==> src/rtl/serial_pattern_tx.sv <==
// -----------------------------------------------------------------------------
// serial_pattern_tx
//
// Parallel-to-serial framer feeding the 1101 sequence-detector FSM. A WIDTH-bit
// word is accepted over a valid/ready handshake and shifted out one bit per
// clock on data_out. The order is MSB-first or LSB-first. GAP idle cycles may
// optionally follow each frame.
//
// Parameters:
//   WIDTH      - bits per frame (2..32)
//   MSB_FIRST  - 1: send load_data[WIDTH-1] first, 0: send load_data[0] first
//   GAP        - idle cycles inserted after each frame (0..15)
//   IDLE_LEVEL - level driven on data_out when no frame bit is being sent
//
// Ports:
//   clk        - clock, rising-edge active
//   rst_n      - asynchronous active-low reset
//   load_valid - load_data is valid this cycle
//   load_data  - word to serialize (sampled only on an accepting edge)
//   load_ready - block can accept a word this cycle (depends on state only)
//   data_out   - serial bit stream (registered)
//   bit_valid  - data_out carries a frame bit (registered)
//   busy       - state is SHIFT or GAP
//   frame_done - high while the last bit of a frame is on data_out (registered)
// -----------------------------------------------------------------------------
module serial_pattern_tx #(
    parameter int unsigned WIDTH      = 8,
    parameter bit          MSB_FIRST  = 1'b1,
    parameter int unsigned GAP        = 0,
    parameter bit          IDLE_LEVEL = 1'b0
) (
    input  logic             clk,
    input  logic             rst_n,
    input  logic             load_valid,
    input  logic [WIDTH-1:0] load_data,
    output logic             load_ready,
    output logic             data_out,
    output logic             bit_valid,
    output logic             busy,
    output logic             frame_done
);

    localparam int unsigned      CNT_W    = $clog2(WIDTH);
    localparam logic [CNT_W-1:0] LAST_CNT = CNT_W'(WIDTH - 1);
    // For GAP == 0 this value is never compared against: the GAP state is unreachable.
    localparam logic [3:0]       GAP_LAST = 4'(GAP - 1);

    typedef enum logic [1:0] {
        ST_IDLE  = 2'd0,
        ST_SHIFT = 2'd1,
        ST_GAP   = 2'd2
    } state_t;

    // State and datapath registers.
    state_t           r_state;
    logic [WIDTH-1:0] r_shreg;      // bits still to be sent, next one at the head
    logic [CNT_W-1:0] r_bit_cnt;    // index of the bit currently on data_out
    logic [3:0]       r_gap_cnt;
    logic             r_data_out;
    logic             r_bit_valid;
    logic             r_frame_done;

    // Next-state values.
    state_t           w_state_nxt;
    logic [WIDTH-1:0] w_shreg_nxt;
    logic [CNT_W-1:0] w_bit_cnt_nxt;
    logic [3:0]       w_gap_cnt_nxt;
    logic             w_data_nxt;
    logic             w_valid_nxt;
    logic             w_done_nxt;

    logic             w_last_bit;
    logic             w_load_ready;
    logic             w_xfer;

    assign w_last_bit = (r_state == ST_SHIFT) && (r_bit_cnt == LAST_CNT);

    // Ready comes from state only. It is also high on the last bit when GAP == 0,
    // so the next word can follow with no idle bit between frames.
    assign w_load_ready = (r_state == ST_IDLE) || (w_last_bit && (GAP == 0));
    assign w_xfer       = load_valid && w_load_ready;

    // NOTE: every signal written here gets a default first, so no path through
    // the case statement can leave one unassigned and infer a latch.
    always_comb begin
        w_state_nxt   = r_state;
        w_shreg_nxt   = r_shreg;
        w_bit_cnt_nxt = r_bit_cnt;
        w_gap_cnt_nxt = r_gap_cnt;
        w_data_nxt    = IDLE_LEVEL;
        w_valid_nxt   = 1'b0;
        w_done_nxt    = 1'b0;

        if (w_xfer) begin
            // Accept: the first bit goes straight to the output register, and the rest
            // are queued in the shift register. This covers IDLE and the seamless reload
            // on the last bit.
            w_state_nxt   = ST_SHIFT;
            w_bit_cnt_nxt = '0;
            w_valid_nxt   = 1'b1;
            if (MSB_FIRST) begin
                w_data_nxt  = load_data[WIDTH-1];
                w_shreg_nxt = load_data << 1;
            end else begin
                w_data_nxt  = load_data[0];
                w_shreg_nxt = load_data >> 1;
            end
        end else begin
            case (r_state)
                ST_SHIFT: begin
                    if (!w_last_bit) begin
                        w_bit_cnt_nxt = r_bit_cnt + CNT_W'(1);
                        w_valid_nxt   = 1'b1;
                        w_done_nxt    = (w_bit_cnt_nxt == LAST_CNT);
                        if (MSB_FIRST) begin
                            w_data_nxt  = r_shreg[WIDTH-1];
                            w_shreg_nxt = r_shreg << 1;
                        end else begin
                            w_data_nxt  = r_shreg[0];
                            w_shreg_nxt = r_shreg >> 1;
                        end
                    end else if (GAP > 0) begin
                        w_state_nxt   = ST_GAP;
                        w_gap_cnt_nxt = '0;
                    end else begin
                        w_state_nxt = ST_IDLE;
                    end
                end
                ST_GAP: begin
                    if (r_gap_cnt == GAP_LAST) begin
                        w_state_nxt   = ST_IDLE;
                        w_gap_cnt_nxt = '0;
                    end else begin
                        w_gap_cnt_nxt = r_gap_cnt + 4'd1;
                    end
                end
                default: begin
                    w_state_nxt = ST_IDLE;
                end
            endcase
        end
    end

    // NOTE: sequential state uses non-blocking assignments, so every register
    // samples the pre-edge values and the evaluation order cannot matter.
    always_ff @(posedge clk or negedge rst_n) begin
        if (!rst_n) begin
            r_state      <= ST_IDLE;
            r_shreg      <= '0;
            r_bit_cnt    <= '0;
            r_gap_cnt    <= '0;
            r_data_out   <= IDLE_LEVEL;
            r_bit_valid  <= 1'b0;
            r_frame_done <= 1'b0;
        end else begin
            r_state      <= w_state_nxt;
            r_shreg      <= w_shreg_nxt;
            r_bit_cnt    <= w_bit_cnt_nxt;
            r_gap_cnt    <= w_gap_cnt_nxt;
            r_data_out   <= w_data_nxt;
            r_bit_valid  <= w_valid_nxt;
            r_frame_done <= w_done_nxt;
        end
    end

    assign load_ready = w_load_ready;
    assign data_out   = r_data_out;
    assign bit_valid  = r_bit_valid;
    assign frame_done = r_frame_done;
    assign busy       = (r_state != ST_IDLE);

endmodule

==> config.mk <==
export PLATFORM = sky130hd
export DESIGN_NAME = serial_pattern_tx
export DESIGN_NICKNAME = d
export VERILOG_FILES = /design/src/rtl/serial_pattern_tx.sv
export SDC_FILE = /design/constraint.sdc
export NUM_CORES = 1
export LEC_CHECK = 0
export ABC_AREA = 0
export CAP_MARGIN = 10
export CORE_UTILIZATION = 54
export CTS_BUF_LIST = sky130_fd_sc_hd__clkbuf_2 sky130_fd_sc_hd__clkbuf_4 sky130_fd_sc_hd__clkbuf_8
export DETAILED_ROUTE_END_ITERATION = 16
export HOLD_SLACK_MARGIN = 0.05
export PLACE_DENSITY = 0.85
export SYNTH_ARGS = -nofsm -noshare
export SYNTH_HDL_FRONTEND = slang
export SYNTH_SLANG_ARGS = --single-unit
export TNS_END_PERCENT = 50
==> constraint.sdc <==
create_clock -name clk -period 4.4 [get_ports clk]
set_clock_uncertainty 0.05 [all_clocks]
set_input_delay 1.32 -clock clk [delete_from_list [all_inputs] [get_ports clk]]
set_output_delay 1.32 -clock clk [all_outputs]
set_load 0.1 [all_outputs]
==> flow_summary.json, run 1 <==
{
  "run_status": "finished, final reports clean",
  "synth.ff_latch_count": 14,
  "max_freq_mhz": 292,
  "clk_path_buf_depth": 2,
  "postCtsSetupBuffers": 0,
  "fillCellCount": 94,
  "cp_max_fo": 17,
  "clock-sinks": 14,
  "yosysSeqAreaShare_pct": 48.1,
  "drc_errors": 0,
  "holdCritStartpoint": "r_shreg[5]",
  "ys_warn_count": 0,
  "die_w_um": 38.7,
  "hold_buffers": 0,
  "cp.arrival_ns": 2.06,
  "maxCapViolations": 0,
  "grt_pass1_wl_um": 1900,
  "firstDrtPassIters": 1,
  "antenna_found_initial": 0,
  "setup_viol": 0,
  "drive_above_1_share_pct": 35.7,
  "clockRootBuffer": "clkbuf_4",
  "synth.distinct_cells": 18,
  "io_buffers": 15,
  "r2r-start": "r_bit_cnt[0]",
  "die_h_um": 38.7,
  "syn-mean-instance-area_um2": 13.2,
  "rsz0062_at_grt": "false",
  "hold_violations": 0,
  "via_per_inst": 5.39,
  "reg2reg_depth": 6,
  "vias": 453,
  "cts_buffers": 3,
  "gp_congestion": 0.664,
  "ant_nets": 0,
  "holdPathStages": 2,
  "design.core.area_um2": 1190,
  "crit_path_end_kind": "output pin",
  "cts_tree": "built",
  "first_iter_violations": 0,
  "syn_area_um2": 728,
  "path_clk_slew_ns": 0.08,
  "power.density_nw_per_um2": 731,
  "tightest_slew_ns": 0.964,
  "grt_usage_pct": 20.3,
  "grt_pass1_vias": 446,
  "rows": 12,
  "diodes": 0,
  "setup_tns_ns": 0,
  "cp_data_required_time_ns": 3.03,
  "avgRoutedWirePerCell_um": 13.1,
  "crit_type": "reg -> out",
  "hold-path-endpoint": "r_shreg[6]",
  "initial_utilization_pct": 61.4,
  "ios": 16,
  "timing.reg2reg.setup_slack_ns": 2.55,
  "maxSlewViolCount": 0,
  "syn_to_final_growth_pct": 19.2,
  "syn_nets": 69,
  "period_needed_ns": 3.43,
  "htreeDepth": 1,
  "final_cell_mix": "dfrtp_1 (14), clkdlybuf4s50_1 (14), nand2_2 (10)",
  "dieArea_um2": 1500,
  "timing.rr.end": "r_bit_cnt[1]",
  "start_kind": "flop",
  "power_leakage_uw": 0.000408,
  "relSlewSlack_pct": 35.6,
  "grt_remaining_overflow": 0,
  "grt_start_max_net_pins": 18,
  "clock_latency_ns": 0.28,
  "min_period_over_period_pct": 77.9,
  "dp_hpwl_um": 817,
  "hold_slack_ns": 0.432,
  "worstHoldPathType": "reg -> reg",
  "final_nets": 86,
  "ir_worst_vdd_mv": 0.431,
  "netlist_instances": 55,
  "routed_wl_um": 1100,
  "cts_resized": 0
}
power by group:
group	internal [uW]	switching, uW	leakage (uW)
clock	31.8	38.6	0.0000138
sequential	179	32.6	0.000175
combinational	113	240	0.000219
through the flow:
| stage | setup WS [ns] | power (uW) | instance area [um^2] | instances | utilization, % |
|---|---|---|---|---|---|
| floorplan | 1.59 | 533 | 728 | 55 | - |
| global placement | 1.35 | 554 | 846 | 81 | 71.3 |
| detailed placement | 1.27 | 571 | 846 | 81 | 71.3 |
| CTS | 0.954 | 644 | 868 | 84 | 73.2 |
| global route | 0.874 | 673 | 868 | 84 | 73.2 |
| finish | 0.973 | 635 | 868 | 84 | 73.2 |
worst max-delay path: stages (launching register included):
cell and delay, ns:
dfrtp_1 0.44, ha_1 0.23, ha_1 0.22, nor2b_4 0.53
inv_8 0.09, buf_4 0.26
synth_stat cells:
cell type,number,area (um^2)
nor2b_4,1,13.8
nand3b_1,2,15.0
ha_1,3,37.5
nand2_2,10,62.6
nand2b_1,1,6.26
buf_4,1,7.51
mux2i_4,1,22.5
buf_12,2,40.0
nor2_1,1,3.75
o21ai_1,1,5.00
inv_1,1,3.75
inv_8,1,11.3
mux2i_1,7,70.1
nand3_1,1,5.00
dfrtp_1,14,350
o21ai_2,6,52.6
and3_2,1,7.51
nand2b_4,1,13.8
area by class of cell:
cell class / instances / area [um^2] / area share, %
Clock buffer: 3 / 22.5 / 2.59
Inverter: 2 / 15.0 / 1.73
Multi-Input combinational cell: 36 / 315 / 36.3
Sequential cell: 14 / 350 / 40.3
Tap cell: 14 / 17.5 / 2.02
Timing Repair Buffer: 15 / 148 / 17.0
registers in the layout, indices dropped and copies added, names as in the netlist:
signal / cells
bit_valid: 1
r_shreg: 7
r_state: 1
r_bit_cnt: 3
data_out: 1
frame_done: 1
routing by layer:
layer | vias to the layer above | wire length (um) | GRT usage [%]
met5 | - | 0 | 0
met4 | 0 | 23 | 10.3
met3 | 5 | 63 | 10.4
met2 | 14 | 558 | 32.9
met1 | 216 | 458 | 21.3
li1 | 218 | - | -
cell families after synthesis:
logic type / after synthesis / synth area share, %
flops: 14 / 48.1
compound gates: 7 / 7.90
mux: 8 / 12.7
simple gates: 18 / 17.5
fa+ha+maj: 3 / 5.16
buf+inv: 5 / 8.59
worst max path at each step:
stage / startpoint / endpoint / slack, ns
detailed placement: r_bit_cnt[0] / load_ready / 1.27
CTS: r_bit_cnt[0] / load_ready / 0.95
global route: r_bit_cnt[0] / load_ready / 0.87
floorplan: r_state[0] / load_ready / 1.59
finish: r_bit_cnt[0] / load_ready / 0.97
global placement: r_bit_cnt[0] / load_ready / 1.35
No activity file was read; power rests on OpenSTA's default activity.
==> inputs of run 2 (changes only) <==
- CORE_UTILIZATION: 54 -> 51
- PLACE_DENSITY: 0.85 -> 0.8
- clock period: 4.4 -> 3.5 ns (I/O delays scaled with it)
==> flow_summary.json, run 2 (synthesis results as in run 1) <==
{
  "run_status": "finished, final reports clean",
  "grt_pass1_vias": 414,
  "largest-register": "r_shreg",
  "relSlewSlack_pct": 58.1,
  "hold_buffers": 0,
  "r2r-start": "r_bit_cnt[0]",
  "min_period_over_period_pct": 78.2,
  "die_h_um": 39.8,
  "setup_viol": 0,
  "power.density_nw_per_um2": 939,
  "path_clk_slew_ns": 0.09,
  "tightest_slew_ns": 0.627,
  "setup_ws_ns": 0.764,
  "clock_latency_ns": 0.28,
  "htreeDepth": 1,
  "dp_cells": 83,
  "die_w_um": 39.8,
  "slowest_stage": "dfrtp_1",
  "reg2reg_depth": 5,
  "rows": 13,
  "maxSlewViolCount": 0,
  "grt_remaining_overflow": 0,
  "ios": 16,
  "start_kind": "flop",
  "cp.arrival_ns": 1.64,
  "syn_to_final_growth_pct": 21.0,
  "layout_commonest_cell": "dfrtp_1",
  "via_per_inst": 4.99,
  "firstDrtPassIters": 3,
  "dp_hpwl_um": 753,
  "power_leakage_uw": 0.000423,
  "routed_wl_um": 1080,
  "crit_type": "reg -> out",
  "timing.reg2reg.setup_slack_ns": 1.85,
  "cts_buffers": 3,
  "maxCapViolations": 0,
  "critPathMaxStageDelay_ns": 0.44,
  "cp_max_fo": 8,
  "reg_top3": "r_shreg: 7 flops, r_bit_cnt: 3 flops",
  "design.core.area_um2": 1320,
  "crit_buf_inv": 2,
  "crit_chain": "ha_1 -> ha_1 -> nor2b_4 -> inv_8 -> buf_4",
  "drive_above_1_share_pct": 43.1,
  "ant_nets": 0,
  "io_buffers": 15,
  "vias": 434,
  "ir_worst_vdd_mv": 0.453,
  "clock-sinks": 14,
  "clk_path_buf_depth": 2,
  "fin_util_pct": 66.9,
  "drc_errors": 0,
  "grt_start_max_net_pins": 17,
  "cts_tree": "built",
  "hold-path-endpoint": "r_shreg[5]",
  "pre_cts_slack_ns": 1.08,
  "final_nets": 87,
  "grt_pass1_wl_um": 1810,
  "gp_congestion": 0.662,
  "timing.rr.end": "frame_done",
  "cp_top_family": "flip-flops",
  "avgRoutedWirePerCell_um": 12.4,
  "rsz0062_at_grt": "false",
  "path_common_cell": "ha_1",
  "final_cell_mix": "dfrtp_1 (14), nand2_2 (10), clkdlybuf4s50_1 (10)",
  "initial_utilization_pct": 55.3,
  "crit_path_end_kind": "output pin",
  "postCtsSetupBuffers": 0,
  "first_iter_violations": 3,
  "cp_data_required_time_ns": 2.40,
  "period_needed_ns": 2.74,
  "worstHoldPathType": "reg -> reg",
  "largest_reg_flops": 7,
  "diodes": 0,
  "cts_resized": 0,
  "fin_cells": 87,
  "hold_violations": 0,
  "holdPathStages": 2,
  "antenna_found_initial": 0,
  "grt_usage_pct": 18.8,
  "holdCritStartpoint": "r_shreg[4]",
  "max_freq_mhz": 365,
  "dieArea_um2": 1580,
  "setup_tns_ns": 0,
  "clockRootBuffer": "clkbuf_4"
}
run 2: how the worst max path moves through the flow:
stage / end / slack [ns] / depth (start not counted) / start
after floorplan: load_ready / 0.96 / 3 / r_state[0]
after global placement: load_ready / 1.10 / 5 / r_bit_cnt[0]
after detailed placement: load_ready / 1.08 / 5 / r_bit_cnt[0]
after CTS: load_ready / 0.75 / 5 / r_bit_cnt[0]
after global routing: load_ready / 0.69 / 5 / r_bit_cnt[0]
final: load_ready / 0.76 / 5 / r_bit_cnt[0]
run 2: worst register-to-register path: stages (launching register included):
cell and delay (ns):
dfrtp_1 0.44, ha_1 0.22, ha_1 0.21, nor2b_4 0.19
buf_4 0.29, and3_2 0.21
run 2: power breakdown:
group	total, uW	internal, uW	leakage, uW	switching (uW)
clock network	119	63.3	0.0000210	55.5
logic	444	144	0.000226	300
registers	265	224	0.000175	40.4
total	827	431	0.000423	396
run 2: layout make-up:
type,instances,area [um^2]
repair buffers,16,145
flip-flops and latches,14,350
well taps,15,18.8
multi-input cells,36,315
clock buffers,4,36.3
inverters,2,15.0
fillers,108,437
run 2: metrics by stage:
stage	hold slack [ns]	cell area [um^2]	total power, uW
5_1_grt	0.454	881	878
2_1_floorplan	0.401	728	670
6_report	0.440	881	827
4_1_cts	0.441	881	837
3_3_place_gp	0.415	845	703
3_5_place_dp	0.418	845	714
run 2: layer usage:
layer	vias up	share of wire [%]	wire [um]	global-route usage, %
met5	-	0	0	0
met4	0	2.9	31	12.9
met3	5	3.4	37	5.11
met2	11	47	511	27.9
met1	200	46	502	23.2
li1	218	-	-	-
